<file path="src/rtl/x2050bcseq.sv">
// Byte-counter sequencer for storage-to-storage operand scans.
// Steps BC once per operand byte and requests a new storage word each time BC wraps.
module x2050bcseq #(
    parameter int W  = 2,
    parameter int LW = 8
) (
    input  logic          i_clk,
    input  logic          i_reset,
    input  logic          i_ros_advance,
    input  logic          i_start,
    input  logic          i_abort,
    input  logic [W-1:0]  i_addr_lo,
    input  logic [LW-1:0] i_len,
    input  logic          i_dir,
    input  logic [W-1:0]  i_bc,
    input  logic          i_word_ack,
    output logic          o_bc_sel,
    output logic [1:0]    o_bc_up,
    output logic          o_bc_wstb,
    output logic [W-1:0]  o_bc_newvalue,
    output logic          o_byte_valid,
    output logic          o_word_req,
    output logic          o_busy,
    output logic          o_done
);

    typedef enum logic [2:0] {
        S_IDLE = 3'd0,
        S_LOAD = 3'd1,
        S_STEP = 3'd2,
        S_WORD = 3'd3,
        S_DONE = 3'd4
    } state_t;

    localparam logic [W-1:0]  BC_MAX  = {W{1'b1}};
    localparam logic [W-1:0]  BC_ZERO = {W{1'b0}};
    localparam logic [LW-1:0] REM_ONE = {{(LW-1){1'b0}}, 1'b1};

    state_t        state;
    state_t        state_nx;
    logic [LW-1:0] rem;
    logic [LW-1:0] rem_nx;
    logic          dir;
    logic          dir_nx;
    logic [W-1:0]  addr;
    logic [W-1:0]  addr_nx;
    logic          boundary;

    // The last byte of a word depends on scan direction.
    always_comb begin
        if (dir) begin
            boundary = (i_bc == BC_ZERO);
        end else begin
            boundary = (i_bc == BC_MAX);
        end
    end

    // Next-state and working-register update; abort beats the ROS-gated path.
    always_comb begin
        state_nx = state;
        rem_nx   = rem;
        dir_nx   = dir;
        addr_nx  = addr;
        if (i_abort) begin
            state_nx = S_IDLE;
            rem_nx   = {LW{1'b0}};
        end else if (i_ros_advance) begin
            case (state)
                S_IDLE: begin
                    if (i_start) begin
                        state_nx = S_LOAD;
                        rem_nx   = i_len;
                        dir_nx   = i_dir;
                        addr_nx  = i_addr_lo;
                    end else begin
                        state_nx = S_IDLE;
                    end
                end
                S_LOAD: state_nx = S_STEP;
                S_STEP: begin
                    if (rem == {LW{1'b0}}) begin
                        state_nx = S_DONE;
                    end else begin
                        rem_nx = rem - REM_ONE;
                        if (boundary) begin
                            state_nx = S_WORD;
                        end else begin
                            state_nx = S_STEP;
                        end
                    end
                end
                S_WORD: begin
                    if (i_word_ack) begin
                        state_nx = S_STEP;
                    end else begin
                        state_nx = S_WORD;
                    end
                end
                S_DONE:  state_nx = S_IDLE;
                default: state_nx = S_IDLE;
            endcase
        end else begin
            state_nx = state;
        end
    end

    // State registers plus outputs decoded from the next state, so they hold for a full ROS cycle.
    always_ff @(posedge i_clk) begin
        if (i_reset) begin
            state         <= S_IDLE;
            rem           <= {LW{1'b0}};
            dir           <= 1'b0;
            addr          <= {W{1'b0}};
            o_bc_sel      <= 1'b0;
            o_bc_up       <= 2'd0;
            o_bc_wstb     <= 1'b0;
            o_bc_newvalue <= {W{1'b0}};
            o_byte_valid  <= 1'b0;
            o_word_req    <= 1'b0;
            o_busy        <= 1'b0;
            o_done        <= 1'b0;
        end else begin
            state         <= state_nx;
            rem           <= rem_nx;
            dir           <= dir_nx;
            addr          <= addr_nx;
            o_bc_sel      <= (state_nx == S_STEP) && (rem_nx != {LW{1'b0}});
            o_bc_up       <= (state_nx == S_STEP) ? (dir_nx ? 2'd2 : 2'd3) : 2'd0;
            o_bc_wstb     <= (state_nx == S_LOAD);
            o_bc_newvalue <= (state_nx == S_LOAD) ? addr_nx : {W{1'b0}};
            o_byte_valid  <= (state_nx == S_STEP);
            o_word_req    <= (state_nx == S_WORD);
            o_busy        <= (state_nx != S_IDLE);
            o_done        <= (state_nx == S_DONE);
        end
    end

endmodule
</file>
<file path="config.mk">
export PLATFORM = sky130hd
export DESIGN_NAME = x2050bcseq
export DESIGN_NICKNAME = d
export VERILOG_FILES = /design/src/rtl/x2050bcseq.sv
export SDC_FILE = /design/constraint.sdc
export NUM_CORES = 1
export LEC_CHECK = 0
export CAP_MARGIN = 20
export CORE_ASPECT_RATIO = 1.75
export CORE_UTILIZATION = 40
export CTS_BUF_LIST = sky130_fd_sc_hd__clkbuf_4
export DETAILED_ROUTE_END_ITERATION = 10
export GPL_TIMING_DRIVEN = 0
export PLACE_DENSITY_LB_ADDON = 0.08
export SETUP_SLACK_MARGIN = 0.1
export SYNTH_ARGS = -nofsm -noshare
export SYNTH_HDL_FRONTEND = slang
export SYNTH_SLANG_ARGS = --single-unit
</file>
<file path="constraint.sdc">
create_clock -name i_clk -period 6.4 [get_ports i_clk]
set_input_delay 1.6 -clock i_clk [delete_from_list [all_inputs] [get_ports i_clk]]
set_output_delay 1.6 -clock i_clk [all_outputs]
set_load 0.005 [all_outputs]
</file>
==> results by group, run 1 <==
Run status
  • Status: finished, final reports clean

GRT
  • Vias in the first global route: 1238
  • Global route overflow: 0
  • Largest net degree at the start of global routing: 14
  • GRT Resource Usage Total: 0.214
  • First-pass GRT wire length: 5680 um
  • Initial antenna violation count: 0

Finish
  • Nets@finish: 210
  • Commonest cells after routing, fill and taps aside: clkdlybuf4s50_1 (28), dfxtp_1 (24), nor2_1 (15), o21ai_0 (8)
  • Antenna cells: 0
  • Layout cells sized above 1: 0.106
  • Syn-to-layout area delta: 26.0%
  • Fin area: 1740 um2
  • Leading cell type in the layout, fill and taps excluded: clkdlybuf4s50_1

Placed design
  • DP Wirelength: 2810 um
  • Placed cell area: roughly 1700 um2
  • GPL Wtd Cong: between 0.8 and 0.9
  • Buffers added on ports: 28

Logic synthesis
  • Post-synth EDFFs: 0
  • Ys flop type: dfxtp_1
  • Syn Nets: 177
  • Synth area leader: dfxtp_1
  • Synth cell types: 56
  • Sequential area share after synthesis: 0.347
  • Area contributors post-synth: dfxtp_1 (35%), mux2i_1 (4.3%), nor2_1 (4.1%), o21ai_0 (2.9%), a21oi_1 (2.5%)
  • Synthesis Warnings: 0
  • Post-synthesis cell area: approximately 1400 um2
  • Syn Area/Cell: approximately 9 um2
  • Area share of the largest cell type after synthesis: 0.347
  • Asr flop ratio synth: 0
  • Flops & latches, synth: 24
  • Synthesized instance count: 157

Setup path
  • Setup CP Type: input pin to flop
  • CP top delay family: buffers and inverters
  • Reg-to-reg critical path endpoint: o_bc_sel
  • Worst r2r path cells: 8
  • WP data required: 6.62 ns
  • CP max FO: 10
  • Crit path cell chain: clkdlybuf4s50_1 -> buf_1 -> mux2_2 -> a22oi_1 -> o31ai_1 -> nor4_1 -> a31oi_1
  • CP max-delay cell: clkdlybuf4s50_1
  • Startpoint types: input pin
  • Buf+Inv Stages, Crit Path: 2
  • R2R Setup Slk: roughly 3.8 ns
  • Worst EP arrival: 3.80 ns
  • Largest stage delay, worst path: 0.54 ns
  • R2r startpoint: rem[0]
  • Crit. End Element: flop

CTS
  • CTS Buffer Depth: 2
  • Clk_lat worst skew: about 0.33 ns
  • Setup repair bufs after CTS: 0
  • CTS Sinks: 24
  • Post_cts resized: 0
  • H-tree depth: 1
  • Cts hold-fix bufs: 0
  • CTS tree: built
  • Root Buffer: clkbuf_4
  • CTS buffer count: 3
  • Register clock-pin slew on the reported worst setup and hold paths: 0.14 ns

Min path
  • Hold Crit Start: addr[1]
  • Endpoint of the worst hold path: addr[1]
  • WHS Path Cells: 2
  • Worst hold path type: flop to flop

Power and ir drop
  • Design Power: 0.284 mW
  • P_leak: just under 0.7 nW
  • Pwr dens: 163 nW/um2
  • VDD IR-drop max: 0.0933 mV

Timing
  • Max-slew violation count: 0
  • Unrepaired setup endpoints after global routing: false
  • Final setup violation count: 0
  • Final min period: ~3.6 ns
  • Slew margin rel.: 0.456
  • Clock Skews: 0.00681 ns
  • Achievable Freq: 0.279 GHz
  • Final hold vios: 0
  • Worst slew pin tran: 0.795 ns
  • Fin Setup TNS: 0 ns
  • Tcrit/Tclk final: 0.560

Route
  • DRC viols: 0
  • DRT Pass-1 Iters: 4
  • DRT Wirelength: around 3700 um
  • Post-route ant nets: 0
  • Routed WL per cell: 15.7 um
  • First DRT Iteration DRCs: 57
  • Via density per instance: 5.67
  • Total via count in the routed design: between 1000 and 1500

Die
  • Die Span Y: 79.8 um
  • Core area: 3210 um2
  • Core Rows: 27
  • Die Wd: between 40 and 50 um
  • Die Area: 3710 um2
  • I/O pin cnt: 29
  • Initial core utilization: 0.431

Job
  • MaxCap Viol Count: 0
[report_power, final]
part | switching [mW] | internal [mW]
combinational | 0.0288 | 0.0283
clock | 0.0482 | 0.0229
sequential | 0.00302 | 0.152
[registers in the layout, summed over array words and instances (netlist names)]
signal / cells
o_bc_newvalue: 2
o_word_req: 1
o_busy: 1
state: 3
o_byte_valid: 1
rem: 8
o_bc_wstb: 1
dir: 1
o_bc_up: 2
o_bc_sel: 1
o_done: 1
addr: 2
[cell usage after synthesis, types with 4 or more instances]
cell     number
nor2b_1       4
or3b_1        4
nor2_1       15
or3_1         4
inv_1         7
a31oi_1       4
nand2_1       4
o21ai_0       8
dfxtp_1      24
mux2i_1       6
a21oi_1       7
nor3_1        6
[layer usage]
| layer | up-vias | GRT usage | part of all wire |
|---|---|---|---|
| met5 | - | 0 | 0 |
| met2 | 43 | 0.403 | 0.56 |
| met3 | 9 | 0.0204 | 0.044 |
| met4 | 0 | 0.0853 | 0.026 |
| li1 | 650 | - | - |
| met1 | 614 | 0.220 | 0.37 |
[tightest hold or removal path, stage by stage, from the launching register on]
cell and delay (ns):
dfxtp_1 0.33, mux2i_1 0.09, nor2_1 0.08
[layout make-up]
cell class,instances,area (um2)
timing repair buffer,28,280
clock buffer,3,22.5
sequential,24,480
buffer,8,47.5
inverter,7,26.3
clock inverter,1,3.75
fill,313,1470
tap,43,53.8
multi-input combinational,118,830
[how the worst max path moves through the flow]
stage                   from                to  slack, ns  cells past startpoint
4_1_cts              i_start          o_bc_sel       2.83                      7
2_1_floorplan        i_bc[1]  o_bc_newvalue[1]       3.26                      6
3_3_place_gp         i_start          o_bc_sel       2.46                      7
5_1_grt        i_ros_advance          o_bc_sel       2.62                      7
3_5_place_dp         i_start          o_bc_sel       2.47                      7
6_report             i_start          o_bc_sel       2.81                      7
[cell families after synthesis]
logic type | synth area share
fa+ha+maj | 0.00904
simple gates | 0.322
buf+inv | 0.0533
mux | 0.0515
flops | 0.347
compound gates | 0.217
[stage by stage]
| stage | std cells | setup slack [ns] | utilization | hold WS (ns) |
|---|---|---|---|---|
| CTS | 232 | 2.83 | 0.543 | 0.532 |
| global placement | 228 | 2.46 | 0.535 | 0.485 |
| global route | 232 | 2.62 | 0.543 | 0.610 |
| finish | 232 | 2.81 | 0.543 | 0.525 |
| floorplan | 157 | 3.26 | - | 0.477 |
| detailed placement | 228 | 2.47 | 0.535 | 0.499 |
(Power assumes the default switching activity.)
==> inputs of run 2 (changes only) <==
- clock period: 6.4 -> 3.34 ns (I/O delays scaled with it)
==> results of run 2 <==
The final DEF is identical to that of run 1. Status: finished, final reports clean.
Main changes from that run: setup slack after placement 2.47 ns -> 0.175 ns; setup slack after layout 2.81 ns -> 0.519 ns; register-to-register setup slack 3.81 ns -> 0.75 ns; total power 0.284 mW -> 0.544 mW; worst IR drop on VDD 0.0933 mV -> 0.179 mV
==> inputs of run 3 (changes only) <==
- clock period: 3.34 -> 2.7 ns (I/O delays scaled with it)
==> run 3 against run 2 <==
Effect of this change:
- design area up 0.65%
- highest routed layer unchanged
- die area unchanged
- wire length up 0.36%
- critical endpoint is now o_bc_newvalue[1]
- combinational power up 26%
==> results by group, run 3 (synthesized netlist as in run 1, its figures left out) <==
Placed design
  • DP Wirelength: 2810 um (unchanged)
  • Dpl ws: -0.305 ns
  • Buffers added on ports: 28 (unchanged)
  • GPL Wtd Cong: 0.881 (unchanged)
  • DP Cell Count: 228 (unchanged)

Finish
  • Leading cell type in the layout, fill and taps excluded: clkdlybuf4s50_1
  • Max reg flops: 8 (unchanged)
  • Syn-to-layout area delta: 26.9%
  • Antenna cells: 0 (unchanged)
  • Layout cells sized above 1: 0.122 (+0.0159)
  • Largest registers: rem: 8 flops, state: 3 flops
  • Commonest cells after routing, fill and taps aside: clkdlybuf4s50_1 (27), dfxtp_1 (24), nor2_1 (15), o21ai_0 (8)
  • Most flops, register: rem
  • Nets@finish: 210 (unchanged)
  • Layout Cells excl Fill: 232 (unchanged)

Route
  • DRT Wirelength: 3660 um (+0.36%)
  • First DRT Iteration DRCs: 61 (+7.0%)
  • Total via count in the routed design: 1345 (+2.2%)
  • DRC viols: 0 (unchanged)
  • Routed WL per cell: 15.8 um (+0.36%)
  • Post-route ant nets: 0 (unchanged)
  • DRT Pass-1 Iters: 4 (unchanged)
  • Via density per instance: 5.80 (+2.2%)

Power and ir drop
  • Clock Power Share: 0.253 (+0.002)
  • Flop pwr share: 0.544 (-0.004)
  • P_leak: 0.703 nW (+1.1%)
  • Pwr dens: 386 nW/um2
  • Internal power: 0.484 mW
  • Comb power frac: 0.203 (+0.002)
  • VDD IR-drop max: around 0.23 mV
  • Switching Fraction: 0.286
  • Psw: roughly 0.19 mW

Timing
  • Final setup violation count: 0 (unchanged)
  • Achievable Freq: approximately 0.41 GHz
  • Clock Skews: 0.00755 ns (+0.000747 ns)
  • Final min period: 2.44 ns
  • Final WS setup: around 0.26 ns
  • Max-slew violation count: 0 (unchanged)
  • Hold Slack: 0.525 ns (+0.000109 ns)
  • Tcrit/Tclk final: 0.903
  • Final hold vios: 0 (unchanged)
  • Worst slew pin tran: 0.801 ns (+0.00567 ns)
  • Slew margin rel.: 0.452 (-0.00388)
  • Unrepaired setup endpoints after global routing: false

CTS
  • H-tree depth: 1 (unchanged)
  • CTS buffer count: 3 (unchanged)
  • Setup repair bufs after CTS: 0 (unchanged)
  • CTS Buffer Depth: 2 (unchanged)
  • Root Buffer: clkbuf_4
  • Clk_lat worst skew: 0.33 ns (about the same)
  • CTS Sinks: 24 (unchanged)
  • CTS tree: built
  • Register clock-pin slew on the reported worst setup and hold paths: 0.14 ns (about the same)
  • Post_cts resized: 2 (+2)
  • Cts hold-fix bufs: 0 (unchanged)

Min path
  • Worst hold path type: flop to flop
  • Hold Crit Start: addr[1]
  • Endpoint of the worst hold path: addr[1]
  • WHS Path Cells: 2 (unchanged)

GRT
  • Initial antenna violation count: 0 (unchanged)
  • Global route overflow: 0 (unchanged)
  • Vias in the first global route: 1238 (unchanged)
  • Largest net degree at the start of global routing: 14 (unchanged)
  • First-pass GRT wire length: 5680 um (unchanged)
  • GRT Resource Usage Total: 0.214 (unchanged)

Die
  • Die Area: 3710 um2 (unchanged)
  • I/O pin cnt: 29 (unchanged)
  • Initial core utilization: 0.431 (unchanged)
  • Die Wd: 46.5 um (unchanged)
  • Die Span Y: 79.8 um (unchanged)
  • Core Rows: 27 (unchanged)
  • Core area: 3210 um2 (unchanged)

Setup path
  • Crit. End Element: flop
  • Worst r2r path cells: 8 (unchanged)
  • Setup CP Type: input pin to flop
  • WP data required: 2.97 ns
  • CP max FO: 5 (-5)
  • Reg-to-reg critical path endpoint: o_bc_sel
  • R2R Setup Slk: 0.32 ns
  • Worst EP arrival: 2.71 ns
  • R2r startpoint: rem[0]
  • Startpoint types: input pin

Run status
  • Status: finished, final reports clean

Job
  • MaxCap Viol Count: 0 (unchanged)
## run 3: cell types whose count changed in the layout (fill, tap and decap cells not counted), sizes merged
cell           previous run  this run
clkdlybuf4s50            28        27
dlygate4sd2               0         1
## run 3: worst max-delay path by stage
stage | start | endpoint | cells past startpoint
floorplan | i_bc[1] | o_bc_newvalue[1] | 6
global placement | i_start | o_bc_sel | 7
detailed placement | i_start | o_bc_sel | 7
CTS | rem[0] | o_bc_sel | 8
global route | rem[0] | o_bc_sel | 8
finish | i_bc[1] | o_bc_newvalue[1] | 7
## run 3: worst max-delay path, stage by stage
cell and delay, ns:
clkdlybuf4s50_1 0.43, or3b_2 0.46, a21boi_1 0.21, a221oi_2 0.13, or3b_1 0.40, or2_4 0.26, nor3_2 0.14
## run 3: final cells by class
class | count | area [um2]
Fill cell | 313 | 1450
Multi-Input combinational cell | 118 | 841
Sequential cell | 24 | 480
Timing Repair Buffer | 28 | 279
Tap cell | 43 | 53.8
Buffer | 8 | 48.8
Inverter | 7 | 26.3
Clock buffer | 3 | 22.5
Clock inverter | 1 | 3.75
## run 3: per-stage QoR
step	TNS [ns]	power [mW]	cell area [um2]	utilization
global placement	-0.919	0.509	1720	0.535
floorplan	0	0.455	1380	-
CTS	0	0.674	1740	0.543
finish	0	0.677	1760	0.547
detailed placement	-0.942	0.510	1720	0.535
global route	0	0.704	1760	0.547
## run 3: power by group through the flow
| stage | registers, mW | clock network (mW) | logic (mW) |
|---|---|---|---|
| floorplan | 0.375 | 0 | 0.0805 |
| global placement | 0.376 | 0 | 0.132 |
| detailed placement | 0.376 | 0 | 0.134 |
| CTS | 0.369 | 0.171 | 0.135 |
| global route | 0.370 | 0.184 | 0.150 |
| finish | 0.369 | 0.171 | 0.137 |
## run 3: per-layer routing
layer | vias up | part of all wire | global-route usage
met2 | 47 | 0.55 | 0.403
met4 | 0 | 0.023 | 0.0853
met5 | - | 0 | 0
met1 | 641 | 0.37 | 0.220
li1 | 650 | - | -
met3 | 7 | 0.050 | 0.0204
